[src/rtl/scan_chain_ctrl_pkg.sv]
// ============================================================================
// Module      : scan_chain_ctrl_pkg
// Description : Shared types and helpers for the scan chain sequencer.
// Revision    : 1.0 - initial release
// ============================================================================
`default_nettype none

package scan_chain_ctrl_pkg;

    localparam int c_MIN_CHAIN_LEN = 2;

    typedef enum logic [2:0] {
        IDLE    = 3'd0,
        LOAD    = 3'd1,
        CAPTURE = 3'd2,
        UNLOAD  = 3'd3,
        DONE    = 3'd4
    } state_e;

    // Width needed to count 0 .. len-1, never narrower than one bit.
    function automatic int cnt_width(input int len);
        return (len <= 2) ? 1 : $clog2(len);
    endfunction

endpackage

`default_nettype wire

[src/rtl/scan_chain_ctrl_shreg.sv]
// ============================================================================
// Module      : scan_chain_ctrl_shreg
// Description : Parallel-load, serial-in, serial-out (MSB) shift register.
// Revision    : 1.0 - initial release
// ============================================================================
`default_nettype none

module scan_chain_ctrl_shreg #(
    parameter int WIDTH = 32
) (
    input  logic             clk,
    input  logic             i_rst_n,
    input  logic             i_load,
    input  logic [WIDTH-1:0] i_load_val,
    input  logic             i_shift,
    input  logic             i_ser_in,
    output logic [WIDTH-1:0] o_par,
    output logic             o_ser_out
);

    logic [WIDTH-1:0] r_data_q;
    logic [WIDTH-1:0] w_data_d;

    // Load has priority over shift.
    always_comb begin
        w_data_d = r_data_q;
        if (i_load) begin
            w_data_d = i_load_val;
        end else if (i_shift) begin
            w_data_d = {r_data_q[WIDTH-2:0], i_ser_in};
        end
    end

    always_ff @(posedge clk) begin
        if (!i_rst_n) begin
            r_data_q <= '0;
        end else begin
            r_data_q <= w_data_d;
        end
    end

    assign o_par     = r_data_q;
    assign o_ser_out = r_data_q[WIDTH-1];

endmodule

`default_nettype wire

[src/rtl/scan_chain_ctrl.sv]
// ============================================================================
// Module      : scan_chain_ctrl
// Description : Load / capture / unload sequencer for one mux-scan chain.
//               Optional compare logic enabled by SCAN_CHAIN_CTRL_COMPARE_EN.
// Revision    : 1.0 - initial release
// ============================================================================
`default_nettype none

module scan_chain_ctrl
    import scan_chain_ctrl_pkg::*;
#(
    parameter int CHAIN_LEN = 32,
    parameter int CNT_W     = cnt_width(CHAIN_LEN)
) (
    input  logic                 CLK,
    input  logic                 RN,
    input  logic                 start,
    input  logic [CHAIN_LEN-1:0] pattern,
    input  logic                 scan_so,
`ifdef SCAN_CHAIN_CTRL_COMPARE_EN
    input  logic [CHAIN_LEN-1:0] expected,
    input  logic [CHAIN_LEN-1:0] mask,
    output logic                 mismatch,
`endif
    output logic                 scan_se,
    output logic                 scan_si,
    output logic                 busy,
    output logic                 done,
    output logic [CHAIN_LEN-1:0] response
);

    localparam logic [CNT_W-1:0] c_CNT_LAST = CNT_W'(CHAIN_LEN - 1);

    generate
        if (CHAIN_LEN < c_MIN_CHAIN_LEN) begin : g_len_check
            $error("scan_chain_ctrl: CHAIN_LEN below minimum");
        end
    endgenerate

    state_e           r_state_q, w_state_d;
    logic [CNT_W-1:0] r_cnt_q, w_cnt_d;
    logic             r_se_q, w_se_d;
    logic             r_busy_q, w_busy_d;
    logic             r_done_q, w_done_d;
    logic             w_accept;
    logic             w_pat_msb;
    logic [CHAIN_LEN-1:0] w_pat_unused;
    logic             w_resp_msb_unused;

    always_comb begin
        w_state_d = r_state_q;
        w_accept  = 1'b0;
        case (r_state_q)
            IDLE: begin
                if (start) begin
                    w_state_d = LOAD;
                    w_accept  = 1'b1;
                end
            end
            LOAD:    if (r_cnt_q == c_CNT_LAST) w_state_d = CAPTURE;
            CAPTURE: w_state_d = UNLOAD;
            UNLOAD:  if (r_cnt_q == c_CNT_LAST) w_state_d = DONE;
            DONE: begin
                // A held start chains straight into the next load.
                if (start) begin
                    w_state_d = LOAD;
                    w_accept  = 1'b1;
                end else begin
                    w_state_d = IDLE;
                end
            end
            default: w_state_d = IDLE;
        endcase

        w_cnt_d = '0;
        if ((w_state_d == r_state_q) && ((r_state_q == LOAD) || (r_state_q == UNLOAD))) begin
            w_cnt_d = r_cnt_q + 1'b1;
        end

        w_se_d   = (w_state_d == LOAD) || (w_state_d == UNLOAD);
        w_busy_d = (w_state_d != IDLE);
        w_done_d = (w_state_d == DONE);
    end

    always_ff @(posedge CLK) begin
        if (!RN) begin
            r_state_q <= IDLE;
            r_cnt_q   <= '0;
            r_se_q    <= 1'b0;
            r_busy_q  <= 1'b0;
            r_done_q  <= 1'b0;
        end else begin
            r_state_q <= w_state_d;
            r_cnt_q   <= w_cnt_d;
            r_se_q    <= w_se_d;
            r_busy_q  <= w_busy_d;
            r_done_q  <= w_done_d;
        end
    end

    // Serializer shifts in zeros, so its MSB is already 0 once LOAD has
    // drained it; that flop drives scan_si directly.
    scan_chain_ctrl_shreg #(
        .WIDTH (CHAIN_LEN)
    ) u_pat_ser (
        .clk        (CLK),
        .i_rst_n    (RN),
        .i_load     (w_accept),
        .i_load_val (pattern),
        .i_shift    (r_state_q == LOAD),
        .i_ser_in   (1'b0),
        .o_par      (w_pat_unused),
        .o_ser_out  (w_pat_msb)
    );

    scan_chain_ctrl_shreg #(
        .WIDTH (CHAIN_LEN)
    ) u_resp_des (
        .clk        (CLK),
        .i_rst_n    (RN),
        .i_load     (1'b0),
        .i_load_val ('0),
        .i_shift    (r_state_q == UNLOAD),
        .i_ser_in   (scan_so),
        .o_par      (response),
        .o_ser_out  (w_resp_msb_unused)
    );

    assign scan_se = r_se_q;
    assign scan_si = w_pat_msb;
    assign busy    = r_busy_q;
    assign done    = r_done_q;

`ifdef SCAN_CHAIN_CTRL_COMPARE_EN
    logic [CHAIN_LEN-1:0] r_exp_q, w_exp_d;
    logic [CHAIN_LEN-1:0] r_mask_q, w_mask_d;
    logic                 r_mismatch_q, w_mismatch_d;

    always_comb begin
        w_exp_d      = r_exp_q;
        w_mask_d     = r_mask_q;
        w_mismatch_d = r_mismatch_q;
        if (w_accept) begin
            w_exp_d      = expected;
            w_mask_d     = mask;
            w_mismatch_d = 1'b0;
        end else if ((r_state_q == UNLOAD) && (w_state_d == DONE)) begin
            // Fold in the final serial bit arriving on this same edge.
            w_mismatch_d = |(({response[CHAIN_LEN-2:0], scan_so} ^ r_exp_q) & r_mask_q);
        end
    end

    always_ff @(posedge CLK) begin
        if (!RN) begin
            r_exp_q      <= '0;
            r_mask_q     <= '0;
            r_mismatch_q <= 1'b0;
        end else begin
            r_exp_q      <= w_exp_d;
            r_mask_q     <= w_mask_d;
            r_mismatch_q <= w_mismatch_d;
        end
    end

    assign mismatch = r_mismatch_q;
`endif

endmodule

`default_nettype wire
[config.mk]
export PLATFORM = sky130hd
export DESIGN_NAME = scan_chain_ctrl
export DESIGN_NICKNAME = d
export VERILOG_FILES = /design/src/rtl/scan_chain_ctrl_pkg.sv /design/src/rtl/scan_chain_ctrl_shreg.sv /design/src/rtl/scan_chain_ctrl.sv
export SDC_FILE = /design/constraint.sdc
export NUM_CORES = 1
export LEC_CHECK = 0
export BUFFER_PORTS_ARGS = -buffer_cell sky130_fd_sc_hd__buf_4
export CORE_UTILIZATION = 28
export CTS_CLUSTER_SIZE = 16
export DETAILED_ROUTE_END_ITERATION = 10
export PLACE_DENSITY = 0.48
export REMOVE_ABC_BUFFERS = 1
export SYNTH_ARGS = -nofsm -noshare
export SYNTH_HDL_FRONTEND = slang
export SYNTH_HIERARCHICAL = 1
export SYNTH_SLANG_ARGS = --single-unit
[constraint.sdc]
create_clock -name CLK -period 1.5 [get_ports CLK]
set_input_delay 0.3 -clock CLK [delete_from_list [all_inputs] [get_ports CLK]]
set_output_delay 0.3 -clock CLK [all_outputs]
set_load 0.01 [all_outputs]
==> results by stage <==
Critical path:
- The critical path startpoint category is a register.
- The critical path goes through nor2b_4 -> nor2b_4 -> buf_12 -> mux2_4 -> o211a_1.
- The endpoint required time on the critical path is 1.72 ns.
- The end of the worst register-to-register path is u_pat_ser/o_par[27].
- The setup path with the least slack is of type reg -> reg.
- The critical path's largest stage delay is 0.32 ns.
- The startpoint of the worst-slack reg-to-reg timing path is r_state_q[0].
- The arrival time at the worst endpoint is 1.77 ns.
- The critical path endpoint category is a register.
- The length in cells of the worst reg-to-reg path is 5.
- The standard cell with the maximum stage delay on the critical path is dfxtp_2.
- Counting stages on the worst path, the most repeated cell is nor2b_4.
- The peak fanout along the critical path is 16.
- The worst register-to-register path has a setup slack of -0.06 ns.
- The combined buffer and inverter count along the critical path is 1.
- The cell family contributing the most delay on the critical path is simple AND/OR/NAND/NOR gates.

Synth:
- The synthesized netlist cell count is 326.
- The Yosys step of the flow raised 6 warnings.
- In this run the mean area of a mapped cell was 12.27 um^2.
- After synthesis the cells add up to 4001 um^2.

Timing:
- Derived from the worst setup path, the maximum achievable clock frequency is 0.6423 GHz.
- The final count of negative-setup-slack endpoints is 32.
- The count of final max-slew check failures is 0.
- The final worst-path setup slack is -0.05687 ns.
- The number of hold violations in the final report is 0.
- After routing, the total negative slack on setup checks comes to -1.184 ns.
- The share of the cycle needed by the critical path after routing is 103.8%.
- The minimum period implied by the final worst setup slack is 1.557 ns.
- Setup repair after global routing could not meet its margin everywhere.
- Clock skew on the completed layout was measured at 0.004596 ns.

Power and ir drop:
- The sequential cell fraction of total power is 42.4%.
- Cell internal power was estimated by the tool at 0.004067 W.
- The clock network accounts for 41.0% of the total power.
- The power per cell area is 1009 nW/um^2.
- The share of total power in combinational logic is 16.6%.
- The analysis attributes to net switching a power of 0.001210 W.
- The fraction of power spent switching nets is 22.92%.
- The total leakage power is 2.827 nW.
- The peak supply drop is 0.5411 mV.

Floorplan:
- The floorplan step set the die height to 121.5 um.
- The floorplan has 43 rows.
- In this run the standard cell core region covers 13,930 um^2.
- The floorplan step set the die width to 121.5 um.
- The initial utilization of the core area, before any placement, comes to 28.72%.
- The floorplan step defined a die boundary enclosing 14,770 um^2.
- The I/O pin count is 72.

Min path:
- The worst hold path terminates at u_pat_ser/o_par[20].
- The origin of the worst min-delay path is pattern[20].
- Along the worst hold path, the cell count comes to 3.
- The class of the tightest hold or removal check is in -> reg.

Clock tree:
- The number of buffers on the longest clock path is 2.
- Clock latency on the worst-skew pair, taken at its later pin, is 0.33 ns.
- The clock tree from TritonCTS is done.
- The number of clock buffers added by TritonCTS is 9.
- The buffer cell driving the clock tree root is clkbuf_16.
- The deepest level of the CTS H-tree is 3.
- The clock-pin slew on the worst setup and hold paths is 0.06 ns.
- The number of sinks handled by clock tree synthesis is 75.

Global routing:
- The global route total overflow is 0.
- The pin count of the biggest net entering global routing is 38.
- The first global-routing pass estimated 14,010 um of wire.
- The global routing usage summed across all routing layers is 12.12%.
- The via count of the first global-routing pass is 2,806.
- The number of antenna violations at the first check in global routing is 0.

Placed design:
- The port buffer count is 71.
- After detailed placement, the total cell area comes to 4886 um^2.
- The placed wire-length estimate after detailed placement is 5414 um.
- Prior to clock tree synthesis, the placed netlist has a worst setup slack of -0.09074 ns.
- The final estimated routing congestion in global placement is 0.6710.

Finish:
- The number of filler instances in the final layout is 1,393.
- The number of antenna diodes in the final layout is 0.
- Relative to the synthesized area, the layout overhead comes to 30.68%.
- The summed area of non-filler cells in the final layout is 5229 um^2.
- The fraction of layout cells with a size suffix above 1 is 39.60%.
- The layout net count is 481.

Routing:
- In the routed layout, each cell is associated on average with a via count of 4.354.
- The count of nets left with antenna violations once routing finished came out at 0.
- The number of DRC violations after detailed routing is 0.
- The aggregate routed wire length is 8384 um.
- The average wire length per cell after detail routing is 13.37 um.
- For this block, the via count after detailed routing is 2,730.
- The detailed router's first-iteration violation count is 91.
- The total iterations of the first detailed-routing run is 4.

Run:
- The number of max-cap violations is 0.

Status:
- The run finished, with violations left.
- The final reports fail on negative setup slack.
-- cell type report --
| cell class | instances | area, um^2 | area share [%] |
|---|---|---|---|
| Clock buffer | 13 | 260.3 | 4.977 |
| Clock inverter | 2 | 35.03 | 0.6700 |
| Inverter | 2 | 7.507 | 0.1436 |
| Multi-Input combinational cell | 264 | 2432 | 46.52 |
| Sequential cell | 75 | 1503 | 28.74 |
| Tap cell | 180 | 225.2 | 4.307 |
| Timing Repair Buffer | 91 | 765.7 | 14.64 |
-- tightest hold or removal path, delay by kind of cell --
kind | cells | cell delay, ns
compound gates | 1 | 0.13
simple gates | 1 | 0.08
buf+inv | 1 | 0.07
-- registers in the layout (all words and copies together) (netlist names) --
signal,flops
u_pat_ser/o_par,32
u_resp_des/o_par,32
r_cnt_q,5
r_state_q,3
busy,1
done,1
scan_se,1
-- power groups by stage --
stage               sequential (W)  clock, W  combinational [W]
finish                     0.00224   0.00216           0.000875
global route               0.00226   0.00231           0.000958
CTS                        0.00224   0.00224           0.000896
detailed placement         0.00228         0           0.000845
global placement           0.00228         0           0.000838
floorplan                  0.00229         0           0.000514
-- per-layer routing --
| metal | GRT usage, % | wire length, um | up-vias |
|---|---|---|---|
| met5 | 0 | 0 | - |
| met4 | 4.630 | 114 | 0 |
| met3 | 4.494 | 669 | 11 |
| met2 | 18.93 | 3650 | 73 |
| met1 | 15.09 | 3948 | 1288 |
| li1 | - | - | 1358 |
-- stage by stage --
stage | hold slack (ns) | std cells | power, W | utilization (%)
6_report | 0.2851 | 627 | 0.005277 | 37.52
5_1_grt | 0.2857 | 627 | 0.005527 | 37.52
4_1_cts | 0.2720 | 628 | 0.005374 | 37.84
3_5_place_dp | 0.4478 | 609 | 0.003128 | 35.06
3_3_place_gp | 0.4307 | 609 | 0.003117 | 35.06
2_1_floorplan | 0.4175 | 341 | 0.002802 | -
-- how the worst max path moves through the flow --
stage | depth (start not counted) | endpoint | slack, ns | startpoint
final | 5 | u_pat_ser/o_par[27] | -0.06 | r_state_q[0]
after global placement | 5 | u_pat_ser/o_par[31] | -0.07 | r_state_q[0]
after floorplan | 4 | u_pat_ser/o_par[29] | -2.05 | r_state_q[0]
after CTS | 6 | u_pat_ser/o_par[18] | -0.09 | r_state_q[0]
after global routing | 5 | u_pat_ser/o_par[21] | -0.12 | r_state_q[0]
after detailed placement | 5 | u_pat_ser/o_par[31] | -0.09 | r_state_q[0]
-- what timing repair did --
item	4_1_cts	5_1_grt
gates cloned	2	0
pin swaps	0	1
hold endpoints to repair	0	0
hold buffers	0	0
gates resized for setup	8	3
setup buffers	2	1
setup endpoints to repair	63	68
-- cells in the final DEF, fill, tap and decap left out, types with 6 or more instances in the layout --
cell,n
nor2_1,7
o211a_1,66
mux2_4,62
buf_4,83
conb_1,43
clkbuf_16,9
dfxtp_1,74
or2b_1,42
buf_12,6
nand2b_1,22
Note: power is estimated with default switching activity, not from simulation.
